File: config.mk
export PLATFORM = sky130hd
export DESIGN_NAME = mem_stage
export DESIGN_NICKNAME = d
export VERILOG_FILES = /design/src/rtl/mips_pkg.sv /design/src/rtl/memwb_reg.sv /design/src/rtl/mem_stage.sv
export SDC_FILE = /design/constraint.sdc
export NUM_CORES = 1
export LEC_CHECK = 0
export BUFFER_PORTS_ARGS = -buffer_cell sky130_fd_sc_hd__clkbuf_2
export CAP_MARGIN = 20
export CORE_ASPECT_RATIO = 0.7
export CORE_UTILIZATION = 34
export DETAILED_ROUTE_END_ITERATION = 8
export GPL_TIMING_DRIVEN = 1
export PLACE_DENSITY = 0.67
export SLEW_MARGIN = 5
export SYNTH_ARGS = -nofsm -noshare
export SYNTH_HDL_FRONTEND = slang
export SYNTH_SLANG_ARGS = --single-unit
File: constraint.sdc
create_clock -name clk -period 5.3 [get_ports clk]
set_input_delay 0.265 -clock clk [delete_from_list [all_inputs] [get_ports clk]]
set_output_delay 0.265 -clock clk [all_outputs]
set_load 0.01 [all_outputs]
File: src/rtl/mips_pkg.sv
// ============================================================================
// Module      : mips_pkg
// Description : Shared opcodes, widths and opcode-class helpers for the MEM stage.
// Revision    : 1.0 - initial release
// ============================================================================
`default_nettype none

package mips_pkg;

  localparam int DATA_W = 8;
  localparam int REG_W  = 3;
  localparam int OP_W   = 5;

  localparam logic [OP_W-1:0] OP_NOP     = 5'h1f;
  localparam logic [OP_W-1:0] OP_LD      = 5'h10;
  localparam logic [OP_W-1:0] OP_ST      = 5'h11;
  localparam logic [OP_W-1:0] OP_BR_BASE = 5'h18;

  typedef enum logic [0:0] {
    IDLE   = 1'b0,
    ACCESS = 1'b1
  } mem_state_t;

  function automatic logic is_mem(input logic [OP_W-1:0] op);
    return (op == OP_LD) || (op == OP_ST);
  endfunction

  // Loads and ALU ops write back; stores and the branch/NOP block do not.
  function automatic logic wb_class(input logic [OP_W-1:0] op);
    return (op < OP_BR_BASE) && (op != OP_ST);
  endfunction

endpackage

`default_nettype wire

File: src/rtl/memwb_reg.sv
// ============================================================================
// Module      : memwb_reg
// Description : MEM/WB pipeline register; loads a result or inserts a bubble.
// Revision    : 1.0 - initial release
// ============================================================================
`default_nettype none

module memwb_reg
  import mips_pkg::*;
(
  input  logic              clk,
  input  logic              rst,
  input  logic              load,
  input  logic [OP_W-1:0]   op_in,
  input  logic [REG_W-1:0]  rd_in,
  input  logic [DATA_W-1:0] data_in,
  input  logic              en_in,
  output logic [OP_W-1:0]   opcode,
  output logic [REG_W-1:0]  rd_addr,
  output logic [DATA_W-1:0] wb_data,
  output logic              wb_en
);

  always_ff @(posedge clk or negedge rst) begin
    if (!rst) begin
      opcode  <= OP_NOP;
      rd_addr <= '0;
      wb_data <= '0;
      wb_en   <= 1'b0;
    end else if (load) begin
      opcode  <= op_in;
      rd_addr <= rd_in;
      wb_data <= data_in;
      wb_en   <= en_in;
    end else begin
      opcode  <= OP_NOP;
      rd_addr <= '0;
      wb_data <= '0;
      wb_en   <= 1'b0;
    end
  end

endmodule

`default_nettype wire

File: src/rtl/mem_stage.sv
// ============================================================================
// Module      : mem_stage
// Description : Memory-access stage: req/ack data-memory handshake, upstream
//               stall, access timeout and MEM/WB register update.
// Revision    : 1.0 - initial release
// ============================================================================
`default_nettype none

module mem_stage
  import mips_pkg::*;
#(
  parameter int TIMEOUT = 16
)
(
  input  logic              clk,
  input  logic              rst,
  input  logic [OP_W-1:0]   EXMEM_OPCODE,
  input  logic [REG_W-1:0]  EXMEM_RD_ADDR,
  input  logic [DATA_W-1:0] EXMEM_RD_DATA,
  input  logic [DATA_W-1:0] EXMEM_ALU_OUT,
  output logic              DMEM_REQ,
  output logic              DMEM_WE,
  output logic [DATA_W-1:0] DMEM_ADDR,
  output logic [DATA_W-1:0] DMEM_WDATA,
  input  logic [DATA_W-1:0] DMEM_RDATA,
  input  logic              DMEM_ACK,
  output logic              MEM_STALL,
  output logic              MEM_ERR,
  output logic [OP_W-1:0]   MEMWB_OPCODE,
  output logic [REG_W-1:0]  MEMWB_RD_ADDR,
  output logic [DATA_W-1:0] MEMWB_WB_DATA,
  output logic              MEMWB_WB_EN
);

  localparam int               CNT_W    = $clog2(TIMEOUT + 1);
  localparam logic [CNT_W-1:0] CNT_LAST = CNT_W'(TIMEOUT - 1);

  mem_state_t        state, state_nxt;
  logic [CNT_W-1:0]  cnt;
  logic [OP_W-1:0]   lat_op;
  logic [REG_W-1:0]  lat_rd;

  logic              stall;
  logic              start;
  logic              finish;
  logic              timeout_hit;
  logic              wb_load;
  logic [OP_W-1:0]   wb_op;
  logic [REG_W-1:0]  wb_rd;
  logic [DATA_W-1:0] wb_data;
  logic              wb_en;

  always_comb begin
    state_nxt   = state;
    stall       = 1'b0;
    start       = 1'b0;
    finish      = 1'b0;
    timeout_hit = 1'b0;
    wb_load     = 1'b0;
    wb_op       = OP_NOP;
    wb_rd       = '0;
    wb_data     = '0;
    wb_en       = 1'b0;
    case (state)
      IDLE: begin
        if (is_mem(EXMEM_OPCODE)) begin
          stall     = 1'b1;
          start     = 1'b1;
          state_nxt = ACCESS;
        end else begin
          wb_load = 1'b1;
          wb_op   = EXMEM_OPCODE;
          wb_rd   = EXMEM_RD_ADDR;
          wb_data = EXMEM_ALU_OUT;
          wb_en   = wb_class(EXMEM_OPCODE);
        end
      end
      ACCESS: begin
        // ACK wins over timeout when both land on the last sample cycle.
        if (DMEM_ACK) begin
          finish    = 1'b1;
          state_nxt = IDLE;
          wb_load   = 1'b1;
          wb_op     = lat_op;
          wb_rd     = lat_rd;
          wb_data   = DMEM_WE ? '0 : DMEM_RDATA;
          wb_en     = ~DMEM_WE;
        end else if (cnt == CNT_LAST) begin
          finish      = 1'b1;
          timeout_hit = 1'b1;
          state_nxt   = IDLE;
        end else begin
          stall = 1'b1;
        end
      end
      default: state_nxt = IDLE;
    endcase
  end

  assign MEM_STALL = rst & stall;

  always_ff @(posedge clk or negedge rst) begin
    if (!rst) state <= IDLE;
    else      state <= state_nxt;
  end

  always_ff @(posedge clk or negedge rst) begin
    if (!rst) begin
      DMEM_REQ   <= 1'b0;
      DMEM_WE    <= 1'b0;
      DMEM_ADDR  <= '0;
      DMEM_WDATA <= '0;
      MEM_ERR    <= 1'b0;
      cnt        <= '0;
      lat_op     <= OP_NOP;
      lat_rd     <= '0;
    end else begin
      if (start) begin
        DMEM_REQ   <= 1'b1;
        DMEM_WE    <= (EXMEM_OPCODE == OP_ST);
        DMEM_ADDR  <= EXMEM_ALU_OUT;
        DMEM_WDATA <= EXMEM_RD_DATA;
        lat_op     <= EXMEM_OPCODE;
        lat_rd     <= EXMEM_RD_ADDR;
        cnt        <= '0;
      end else if (finish) begin
        DMEM_REQ <= 1'b0;
      end else if (state == ACCESS) begin
        cnt <= cnt + 1'b1;
      end
      if (timeout_hit) MEM_ERR <= 1'b1;
    end
  end

  memwb_reg u_memwb_reg (
    .clk     (clk),
    .rst     (rst),
    .load    (wb_load),
    .op_in   (wb_op),
    .rd_in   (wb_rd),
    .data_in (wb_data),
    .en_in   (wb_en),
    .opcode  (MEMWB_OPCODE),
    .rd_addr (MEMWB_RD_ADDR),
    .wb_data (MEMWB_WB_DATA),
    .wb_en   (MEMWB_WB_EN)
  );

endmodule

`default_nettype wire

==> run summary, run 1 <==
The flow ran to the end, and the final reports show no timing, DRC or antenna violations. At the pin with the least slew margin, the transition time is 0.6269 ns. The number of clock buffers added by TritonCTS is 5. The logs give 429.0 MHz for the achievable frequency and 0 for the count of hold buffers inserted by post-cts repair. The area growth from synthesis to layout is 27.84%. The endpoint kind of the worst setup timing path was an output pin.

Routability-driven placement finished with a final weighted congestion of 0.7098. The highest-delay cell along the critical path is sky130_fd_sc_hd__dfrtp_1. No sink is reached through more buffers than the 2 on the longest clock path. The type of the most critical hold path is in -> async.

For the number of iterations in the first detailed-routing pass, the log shows 4. For the starting density of the core, the log shows 0.3655. Synthesis inferred 50 register bits. The global-route wire length before repair is 6651 µm, and the met3 layer usage reported by global route is 0.04253. The tools report the sink count of the clock tree as 50. sky130_fd_sc_hd__dfrtp_1 takes more of the synthesized area than any other cell.

The run gives 52 as the largest net degree at the start of global routing. Across all hold checks on the routed design, the worst slack comes to 0.06140 ns. The logs give 0.5820 for the relative slew slack and 0 ns for the final total negative setup slack.

Yosys attributes the largest share of cell area to sky130_fd_sc_hd__dfrtp_1 51%, sky130_fd_sc_hd__dfstp_2 13%, sky130_fd_sc_hd__mux2_2 13%. For the final database, setup skew stands at 0.01083 ns. The number of post-CTS setup repair buffers is 0.

The tools report the via count of the first global-routing pass as 1377. The share of the cycle needed by the critical path after routing was 0.4399; the number of enable flip-flop cells after synthesis was 0. After filler insertion, the fill cell instance count of the layout stands at 501.

Across the run, the number of max-cap violations was 0. For the overall fraction of global-route tracks in use, the log shows 0.1410. The total overflow reported by the global router is 0, and the met1 layer usage reported by global route is 0.2050.

Using the TritonRoute via totals, the vias-per-cell ratio works out to 4.702. In this run the worst path has a maximum fanout of 4. In this run the cell area of the synthesized design comes to 1982 µm². After layout, the minimum clock period comes to 2.331 ns. OpenSTA, run right after detailed placement, puts the worst setup slack at 3.297 ns.

For this design the static power due to leakage is 1.226 nW. The proportion of layout cells with a drive suffix above 1 was 0.5571; the die outline area was 6144 µm². TritonCTS built the clock tree. The worst stage delay on the critical path is 0.42 ns, and the fraction of met2 tracks used by global routing is 0.2105. In this run the tool buffered the top-level ports with 71 buffer cells. The share of flip-flops with an asynchronous set or reset was 1.000.

After global routing, the most crowded layer is met2. A synthesized cell averages 14.57 µm². Setup repair after global routing left no endpoint under its margin.

Number of antenna diodes: 0. In the post-route analysis, the smallest setup slack over all paths is 2.969 ns. Clock tree root buffer cell: sky130_fd_sc_hd__clkbuf_8. The path type of the worst setup path is reg -> out. The H-tree generated during clock tree synthesis spans 2 levels.

The x dimension of the die is 93.26 µm, and the final antenna-violating net count is 0. The number of DRC violations after detailed routing was 0. Most common library cell in the layout ignoring fill and taps: sky130_fd_sc_hd__clkbuf_2. Once the clock tree was built, the resizer swapped 0 gates to a different size. Counting stages on the worst path, the most repeated cell is sky130_fd_sc_hd__ha_1. At the worst endpoint, the required time is 5.04 ns. The I/O pin count is 72, and the hold violation total from the final report is 0. The number of synthesis warnings was 0. The tools report the count of final max-slew check failures as 0. The clock input transition at the sequential cells of the worst setup and hold paths is 0.09 ns, and the number of standard-cell rows in the floorplan is 22. In the synthesized netlist, the number of instances is 136.

Setup violations remaining at the end of the flow were counted as 0. Detailed routing inserted a total of 1326 vias. For the worst-skew pair, the clock arrives at the later sink with an insertion delay of 0.30 ns. Combined buffer and inverter count along the critical path: 1. After the first detailed-routing iteration, the DRC count stood at 38. The die boundary height was 65.88 µm. Summing internal, switching and leakage power gives 0.9665 mW. Kind of launch point of the worst setup path: a register. Dividing the detail-routed wire length by the instance count gives 14.05 µm. The run gives 173 as the net count after synthesis. The critical path goes through ha_1, and3_1, ha_1, or3b_4, a21boi_0, clkbuf_2.

Data on the critical path arrives at its endpoint at 2.07 ns. Once detailed placement completed, the half-perimeter wirelength came to 2762 µm. The logs give 3963 µm for the sum of routed wire length over all layers and 5423 µm² for the area of the placeable core.

In the layout the commonest cells are 71 x sky130_fd_sc_hd__clkbuf_2, 40 x sky130_fd_sc_hd__dfrtp_1, 22 x sky130_fd_sc_hd__mux2_2, 11 x sky130_fd_sc_hd__a22o_1, 10 x sky130_fd_sc_hd__dfstp_2. The final layout contains 246 nets. The post-synthesis sequential area ratio came out at 0.6376. The most common flop cell mapped by yosys was sky130_fd_sc_hd__dfrtp_1. The proportion of netlist area held by the largest area contributor is 0.5051, and the initial antenna violation count is 0. VDD sags by at most 0.1722 mV. Power per cell area: 381.5 nW/µm². The kind of cell adding the most delay to the critical path is simple AND/OR/NAND/NOR gates. The number of different library cells used by synthesis comes to 34.
## cell families after synthesis
kind of cell	synth area share
XOR/XNOR	0.004420
AND/OR/NAND/NOR	0.07071
flip-flops	0.6376
adder cells (fa/ha/maj)	0.01262
buffers and inverters	0.02967
multiplexers	0.1250
AO/OA/AOI/OAI	0.1200
## metal layers
| metal | part of all wire | up-vias |
|---|---|---|
| li1 | - | 640 |
| met1 | 0.51 | 654 |
| met2 | 0.44 | 32 |
| met3 | 0.052 | 0 |
| met4 | 0 | 0 |
| met5 | 0 | - |
## area by class of cell
class / count / area, µm² / share of cell area
sequential: 50 / 1264 / 0.4988
multi-input combinational: 77 / 659.4 / 0.2602
timing repair buffer: 73 / 370.4 / 0.1462
tap: 72 / 90.09 / 0.03556
clock buffer: 6 / 82.58 / 0.03259
clock inverter: 2 / 60.06 / 0.02370
inverter: 2 / 7.507 / 0.002963
## power breakdown
group | internal (mW) | switching [mW]
registers | 0.443 | 0.0330
clock network | 0.201 | 0.122
logic | 0.0894 | 0.0785
total | 0.733 | 0.233
## final timing paths
path                                from                      to  slack, ns  depth (start not counted)
max in group asynchronous            rst           DMEM_WDATA[0]       4.81                          2
hold / removal                       rst           DMEM_WDATA[7]       0.06                          2
setup reg to reg                  cnt[0]                  cnt[3]       3.28                          6
hold reg to reg                  MEM_ERR                 MEM_ERR       0.49                          1
setup / recovery                  cnt[0]               MEM_STALL       2.97                          6
min in group clk           DMEM_RDATA[6]  u_memwb_reg.wb_data[6]       0.18                          2
## metrics by stage
step	cell area (µm²)	util	instances
final	2534	0.4672	282
after floorplan	1982	-	136
after global routing	2534	0.4672	282
after CTS	2526	0.4659	281
after detailed placement	2384	0.4395	273
after global placement	2384	0.4395	273
## sequential cells by signal (all words and copies together), names as in the netlist, 3 cells and up
register             flops
u_memwb_reg.opcode       5
lat_op                   5
u_memwb_reg.wb_data      8
u_memwb_reg.rd_addr      3
DMEM_ADDR                8
lat_rd                   3
DMEM_WDATA               8
cnt                      5
## synthesized netlist by cell type (2+ instances only)
| cell | count |
|---|---|
| sky130_fd_sc_hd__nor2_1 | 5 |
| sky130_fd_sc_hd__dfrtp_1 | 40 |
| sky130_fd_sc_hd__and2_1 | 3 |
| sky130_fd_sc_hd__dfstp_2 | 10 |
| sky130_fd_sc_hd__or3_1 | 2 |
| sky130_fd_sc_hd__a22o_1 | 11 |
| sky130_fd_sc_hd__inv_1 | 2 |
| sky130_fd_sc_hd__o22ai_1 | 2 |
| sky130_fd_sc_hd__o21ai_0 | 5 |
| sky130_fd_sc_hd__buf_6 | 3 |
| sky130_fd_sc_hd__a32o_1 | 3 |
| sky130_fd_sc_hd__ha_1 | 2 |
| sky130_fd_sc_hd__nand2_1 | 4 |
| sky130_fd_sc_hd__o32a_1 | 2 |
| sky130_fd_sc_hd__buf_2 | 2 |
| sky130_fd_sc_hd__mux2_2 | 22 |
Note: power is estimated with default switching activity, not from simulation.
==> inputs of run 2 (changes only) <==
Settings changed: ABC_AREA set to 1.
Clock period 5.3 ns to 2.3 ns, I/O delays scaled along.
==> run 2 against run 1 <==
Sequential cell count is the same. Highest routed layer is now met4. Sequential power increased by 130%. Critical path depth increased by 1. Worst hold slack worse by 0.049 ns. Register-to-register slack worse by 2.7 ns. Design area grew 1.8%. Setup slack got worse by 2.7 ns. Largest power group unchanged. Non-clock buffer count grew 4. First-iteration DRC count is 140% higher. Total power grew 100%. Clock-buffer cell count stayed put.
==> run summary, run 2 <==
The x dimension of the die works out to 95.17 µm. Type of the most critical hold path: in -> reg. The final layout contains routed wiring with a total length of 4523 µm. The highest-delay cell along the critical path was sky130_fd_sc_hd__dfrtp_1.

At the worst endpoint, the arrival time is 1.91 ns. Counting both buffers and inverters, the worst setup path holds a total of 2. Relative contribution of sequential cells to total power: 0.550. The overall fraction of global-route tracks in use is 0.1480, and the number of DRC violations after detailed routing is 0. Dividing total power by cell area gives a power density of 766.4 nW/µm². The worst setup path is launched from a register.

Clock tree synthesis selected as its root buffer the cell sky130_fd_sc_hd__clkbuf_8. The worst stage delay on the critical path is 0.42 ns. The tools report the number of failing setup endpoints in the final timing report as 0. The area of placed instances is 2471 µm². The logs give 256 for the net count after synthesis and 0.8121 for the placer congestion estimate.

Pin placement for this block handled 72 I/O pins. The clock network fraction of total power is 0.253. The logs give 0 for the initial antenna violation count and 50 for the sink count of the clock tree.

The post-synthesis instance area was 2066 µm²; the number of nets at the end of the flow was 332. The first detailed-routing pass took 4 iterations. Among all cell types in the netlist, the one instantiated most often is sky130_fd_sc_hd__nand2_1. For the post-synthesis sequential area ratio, the log shows 0.6118.

The half-perimeter wire length of the detailed placement result was 3188 µm; the number of I/O port buffers was 71. Cell internal power was estimated by the tool at 1.400 mW. The area of the multi-input gates came out at 660.6 µm². The number of enable flip-flop cells after synthesis came out at 0. The tools report the CTS buffer count as 5. Setup repair after global routing left no endpoint under its margin. Switching power: 0.5768 mW.

By count the netlist is led by 77 x sky130_fd_sc_hd__nand2_1, 40 x sky130_fd_sc_hd__dfrtp_1, 17 x sky130_fd_sc_hd__inv_1, 17 x sky130_fd_sc_hd__nor2_1, 13 x sky130_fd_sc_hd__o21ai_0. The relative slew slack came out at 0.5812. The first global-routing pass estimated 7079 µm of wire. Kind of cell adding the most delay to the critical path: flip-flops. The tools report the count of final max-slew check failures as 0. Dividing the synthesized area by the synthesized cell count gives 9.433 µm². The slew at the pin closest to its max-slew limit came out at 0.6282 ns. From synthesis to final layout, the design area changed by 24.83%. The run gives 2 as the CTS H-tree depth. TritonCTS built the clock tree. In the final timing run, aggregate negative setup slack is 0 ns. The insertion delay of the later-clocked pin in the worst-skew pair was 0.29 ns.

Ranked by total cell area, the synthesized netlist is headed by sky130_fd_sc_hd__dfrtp_1 48%, sky130_fd_sc_hd__nand2_1 14%, sky130_fd_sc_hd__dfstp_2 13%. For this design the static power due to leakage is 1.386 nW. Across the whole layout, storage elements account for 1264 µm². The run gives 2.18 ns as the critical path data required time. The die boundary height came out at 67.22 µm. The largest total area in the synthesized netlist belongs to sky130_fd_sc_hd__dfrtp_1.

Summing internal, switching and leakage power gives 1.976 mW. The total overflow reported by the global router was 0; the achievable frequency was 494.9 MHz. Endpoint kind of the worst setup timing path: an output pin. For the largest net degree at the start of global routing, the log shows 51. The clock passes through at most 2 buffers.

The tools report the hold violation total from the final report as 0. The share of the cycle needed by the critical path after routing is 0.8786. The total non-filler cell area in the finished layout was 2579 µm²; the number of storage elements in the synthesis netlist was 50. The count of nets left with antenna violations once routing finished came out at 0. IR analysis of the VDD net gives a maximum drop of 0.2537 mV. For the detailed router's first-iteration violation count, the log shows 91. The flow ran to the end, and the final reports show no timing, DRC or antenna violations. The final critical delay including setup and external delays is 2.021 ns. The cell count after synthesis came out at 219. The area of the placeable core came out at 5784 µm². The tools report the number of synthesis warnings as 0. The tools report the number of max-capacitance violations reported as 0. The largest registers in the layout are DMEM_ADDR (8), DMEM_WDATA (8), u_memwb_reg.wb_data (8). The repair_antennas step left the layout with diodes totalling 0. Proportion of netlist area held by the largest area contributor: 0.4846. The ratio of routed vias to standard cells was 4.431; the starting density of the core was 0.3571. The logs give 0.006073 ns for the worst-case clock skew and 0.01268 ns for the worst hold slack across all endpoints.

The routed layout has 1644 vias. The proportion of layout cells with a drive suffix above 1 was 0.3412; the die outline area was 6397 µm². The critical path is of the reg -> out type. In this run, post-CTS repair resized a total of 0 instances. The signal on the critical path passes through ha_1, and3_1, ha_1, inv_1, nand3_2, a21boi_0, clkbuf_2. For this run, the leading register cell type out of synthesis is sky130_fd_sc_hd__dfrtp_1. The net switching share of the total power was 0.2919. The library cell used most frequently in the layout, excluding fill and tap cells, is sky130_fd_sc_hd__nand2_1. The most common cell type on the critical path is sky130_fd_sc_hd__ha_1. The number of standard-cell rows in the floorplan is 23, and the maximum fanout encountered on the critical timing path is 9. In the layout the commonest cells are 77 x sky130_fd_sc_hd__nand2_1, 71 x sky130_fd_sc_hd__clkbuf_2, 40 x sky130_fd_sc_hd__dfrtp_1, 17 x sky130_fd_sc_hd__inv_1, 17 x sky130_fd_sc_hd__nor2_1. The netlist uses 25 different library cells. After detailed routing, the average wire length per cell comes to 12.19 µm. Fill cells in the final layout number 579. The share of flip-flops with an asynchronous set or reset is 1.000, and the via count of the first global-routing pass is 1511. Clock input transition at the sequential cells of the worst setup and hold paths: 0.09 ns. The tools report the proportion of power drawn by combinational gates as 0.198.
## run 2: final cells by class
| type | count | share of cell area |
|---|---|---|
| inverters | 18 | 0.02620 |
| clock inverters | 2 | 0.005822 |
| well taps | 75 | 0.03639 |
| repair buffers | 77 | 0.1572 |
| clock buffers | 6 | 0.02814 |
| multi-input cells | 143 | 0.2562 |
| flip-flops and latches | 50 | 0.4901 |
## run 2: path summary, 6_finish.rpt
check | start | to | slack (ns) | cells after the start
max | cnt[0] | MEM_STALL | 0.28 | 7
min | EXMEM_RD_DATA[5] | DMEM_WDATA[5] | 0.01 | 3
max reg2reg | cnt[0] | cnt[3] | 0.60 | 9
min reg2reg | lat_op[3] | lat_op[3] | 0.45 | 2
max in group asynchronous | rst | DMEM_ADDR[7] | 1.41 | 3
min in group asynchronous | rst | cnt[2] | 0.47 | 3
## run 2: repair_timing
item	4_1_cts	5_1_grt
buffers inserted	0	0
hold buffers	2	0
hold endpoints to repair	41	0
## run 2: cells by family after synthesis
kind of cell	Yosys count	share of synthesized area
buf+inv	26	0.06844
xor+xnor	1	0.004241
simple gates	113	0.2308
flops	50	0.6117
compound gates	27	0.07269
fa+ha+maj	2	0.01211
## run 2: layer usage
layer / global-route usage / part of all wire
met2: 0.2241 / 0.45
met4: 0.03977 / 0.0042
met1: 0.2036 / 0.47
met3: 0.04955 / 0.069
met5: 0 / 0
## run 2: per-stage QoR
stage	worst slack, ns	util	instances
global route	0.1145	0.4458	371
floorplan	0.6860	-	219
finish	0.2792	0.4458	371
CTS	0.2523	0.4458	371
detailed placement	0.5866	0.4272	361
global placement	0.6356	0.4272	361
## run 2: power by group through the flow
stage,combinational (mW),sequential (mW),clock (mW)
finish,0.390,1.09,0.500
global route,0.448,1.10,0.554
CTS,0.400,1.09,0.525
detailed placement,0.396,1.10,0
global placement,0.384,1.10,0
floorplan,0.168,1.14,0
## run 2: worst reg2reg max path, stage by stage, from the launching register on
cell,delay (ns)
sky130_fd_sc_hd__dfrtp_1,0.42
sky130_fd_sc_hd__ha_1,0.23
sky130_fd_sc_hd__and3_1,0.19
sky130_fd_sc_hd__ha_1,0.19
sky130_fd_sc_hd__inv_1,0.09
sky130_fd_sc_hd__nand3_2,0.16
sky130_fd_sc_hd__nor2_1,0.17
sky130_fd_sc_hd__nand2_1,0.06
sky130_fd_sc_hd__nand2_1,0.06
sky130_fd_sc_hd__nor2_1,0.05
==> inputs of run 3 (changes only) <==
Settings changed: ABC_AREA 1 to unset.
==> run 3 against run 2 <==
Sequential cell count unchanged. Total power increased by 5.6%. Fmax decreased by 7.1%. Worst hold slack improved by 0.024 ns. Wire length decreased by 10%. Sequential share of layout area increased by 1.0 points. Global-route usage decreased by 0.20 points. Design area decreased by 2.1%. Register-to-register slack got worse by 0.28 ns.
==> run summary, run 3 (synthesis gave the netlist of run 1 again) <==
Count of cells along the worst hold path: 2. Kind of launch point of the worst setup path: a register. The via count of the first global-routing pass was 1385; the number of post-CTS setup repair buffers was 0. The share of the cycle needed by the critical path after routing was 0.9460. Half-perimeter wire length of the detailed placement result: 2901 µm.

Setup repair after global routing left no endpoint under its margin. Relative to the synthesized area, the layout overhead comes to 27.40%. The net count of the finished layout is 249. The logs give 0 for the final antenna-violating net count and 1354 for the via total after detailed routing.

Summed over all nets, wire length on met2 after detailed routing comes to 1855 µm. Leaving out fill and tap cells, the most frequent cell in the layout is sky130_fd_sc_hd__clkbuf_2. Summed over all nets, wire length on met3 after detailed routing comes to 187 µm. The routed design has 4057 µm of wire. In this run the top signal layer used is met3. The number of failing setup endpoints in the final timing report was 0. In the layout the commonest cells are 71 x sky130_fd_sc_hd__clkbuf_2, 40 x sky130_fd_sc_hd__dfrtp_1, 22 x sky130_fd_sc_hd__mux2_2, 11 x sky130_fd_sc_hd__a22o_1, 10 x sky130_fd_sc_hd__dfstp_2.

In this run the worst path has a maximum fanout of 4. The H-tree was split into 2 levels. I/O pin count: 72. The most common cell type on the critical path is sky130_fd_sc_hd__ha_1. The sink count of the clock tree is 50. The core region is 5423 µm². The ratio of routed vias to standard cells is 4.751.

The flow ran to the end, and the final reports show no timing, DRC or antenna violations. Among all stages on the critical path, the largest delay is contributed by sky130_fd_sc_hd__dfrtp_1. The hold violation total from the final report is 0.

The placer congestion estimate is 0.7323, and the final total negative setup slack is 0 ns. For the final standard cell count with taps included and fillers excluded, the log shows 285. By startpoint and endpoint, the worst setup path is classified as reg -> out.

Overall fraction of global-route tracks in use: 0.1460. The tools report the number of placed instances, taps included as 275. The total overflow left after global routing is 0. The proportion of layout cells with a drive suffix above 1 works out to 0.5587. Worst-case clock skew: 0.01028 ns.

The power per cell area is 826.7 nW/µm². TritonCTS built the clock tree. The critical path data arrival time was 2.06 ns; the final critical delay including setup and external delays was 2.176 ns. The starting density of the core was 0.3655. The number of I/O port buffers works out to 71. The achievable frequency came out at 459.6 MHz. After detailed routing, the wire length on met1 is 2014 µm.

Dividing the detail-routed wire length by the instance count gives 14.24 µm. The clock input transition at the sequential cells of the worst setup and hold paths was 0.09 ns. For the worst setup path, the data required time is 2.18 ns.

The tools report the count of final max-slew check failures as 0. The clock tree root buffer cell was sky130_fd_sc_hd__clkbuf_8. The min-delay analysis places its worst path in the category in -> reg. The run gives 6844 µm as the global-route wire length before repair. Measured in cells, the most critical reg-to-reg path has a length of 6. The first detailed-routing pass took 4 iterations. The relative slew slack was 0.5805; the die boundary height was 65.88 µm. The die outline area came out at 6144 µm². The x dimension of the die came out at 93.26 µm. In this run the core area contains 22 standard-cell rows.

Entering global routing, the biggest net connects 33 pins. Counting along the longest clock path gives a buffer depth of 2. The critical path goes through ha_1, and3_1, ha_1, or3b_4, a21boi_1, clkbuf_2. The run gives 66 as the detailed router's first-iteration violation count.

STA classifies the critical path endpoint as an output pin. The CTS buffer count is 5, and the worst stage delay on the critical path is 0.43 ns. For the worst-skew pair, the clock arrives at the later sink with an insertion delay of 0.29 ns. 0 antenna diodes ended up in the layout. For the number of max-capacitance violations reported, the log shows 0. The number of DRC violations after detailed routing was 0; the slew at the pin closest to its max-slew limit was 0.6292 ns.

The initial antenna violation count is 0. Summed over all cells, the static leakage comes to 1.227 nW. In the final layout, the registers with the most flip-flops are DMEM_ADDR (8), DMEM_WDATA (8), u_memwb_reg.wb_data (8).

The maximum VDD drop came out at 0.3076 mV.
-- run 3: report_power, final --
part           switching [mW]  total [mW]  internal (mW)
Combinational           0.180       0.388          0.208
Clock                   0.280       0.601          0.320
Sequential             0.0786        1.10           1.02
Total                   0.539        2.09           1.55
-- run 3: final timing paths --
path / startpoint / endpoint / slack (ns)
max in group asynchronous: rst / lat_op[3] / 1.18
hold reg to reg: lat_op[3] / lat_op[3] / 0.50
setup reg to reg: cnt[0] / cnt[3] / 0.32
hold / removal: DMEM_RDATA[0] / u_memwb_reg.wb_data[0] / 0.04
min in group asynchronous: rst / DMEM_WE / 0.31
setup / recovery: cnt[0] / MEM_STALL / 0.12
-- run 3: area by class of cell --
cell class                      instances  area [µm²]
Multi-Input combinational cell         77       659.4
Inverter                                2       7.507
Sequential cell                        50        1264
Clock buffer                            5       68.82
Timing Repair Buffer                   76       395.4
Tap cell                               72       90.09
Fill cell                             525        2898
Clock inverter                          3       40.04
-- run 3: timing repair --
item	in CTS	in global routing
hold endpoints to repair	15	0
setup endpoints to repair	0	1
hold buffers	1	0
resized for setup	0	1
-- run 3: through the flow --
stage	hold slack (ns)	area (µm²)	setup WS, ns	utilization	total power, mW
final	0.03659	2525	0.1242	0.4656	2.087
after global routing	0.02455	2525	0.05062	0.4656	2.213
after CTS	0.01960	2517	0.06428	0.4642	2.124
after detailed placement	0.1077	2399	0.3327	0.4423	1.507
after global placement	0.1044	2399	0.3657	0.4423	1.495
after floorplan	-0.1806	1982	0.4079	-	1.315
-- run 3: metal layers --
layer  global-route usage  vias up
met5                    0        -
met4              0.02308        0
met3              0.04023        0
met2               0.2215       31
met1               0.2123      678
li1                     -      645
-- run 3: worst max-delay path: cells and delay by family (launching register included) --
kind            cells  cell delay (ns)
simple gates        2             0.58
compound gates      1             0.18
fa+ha+maj           2             0.43
flops               1             0.43
buf+inv             1             0.16
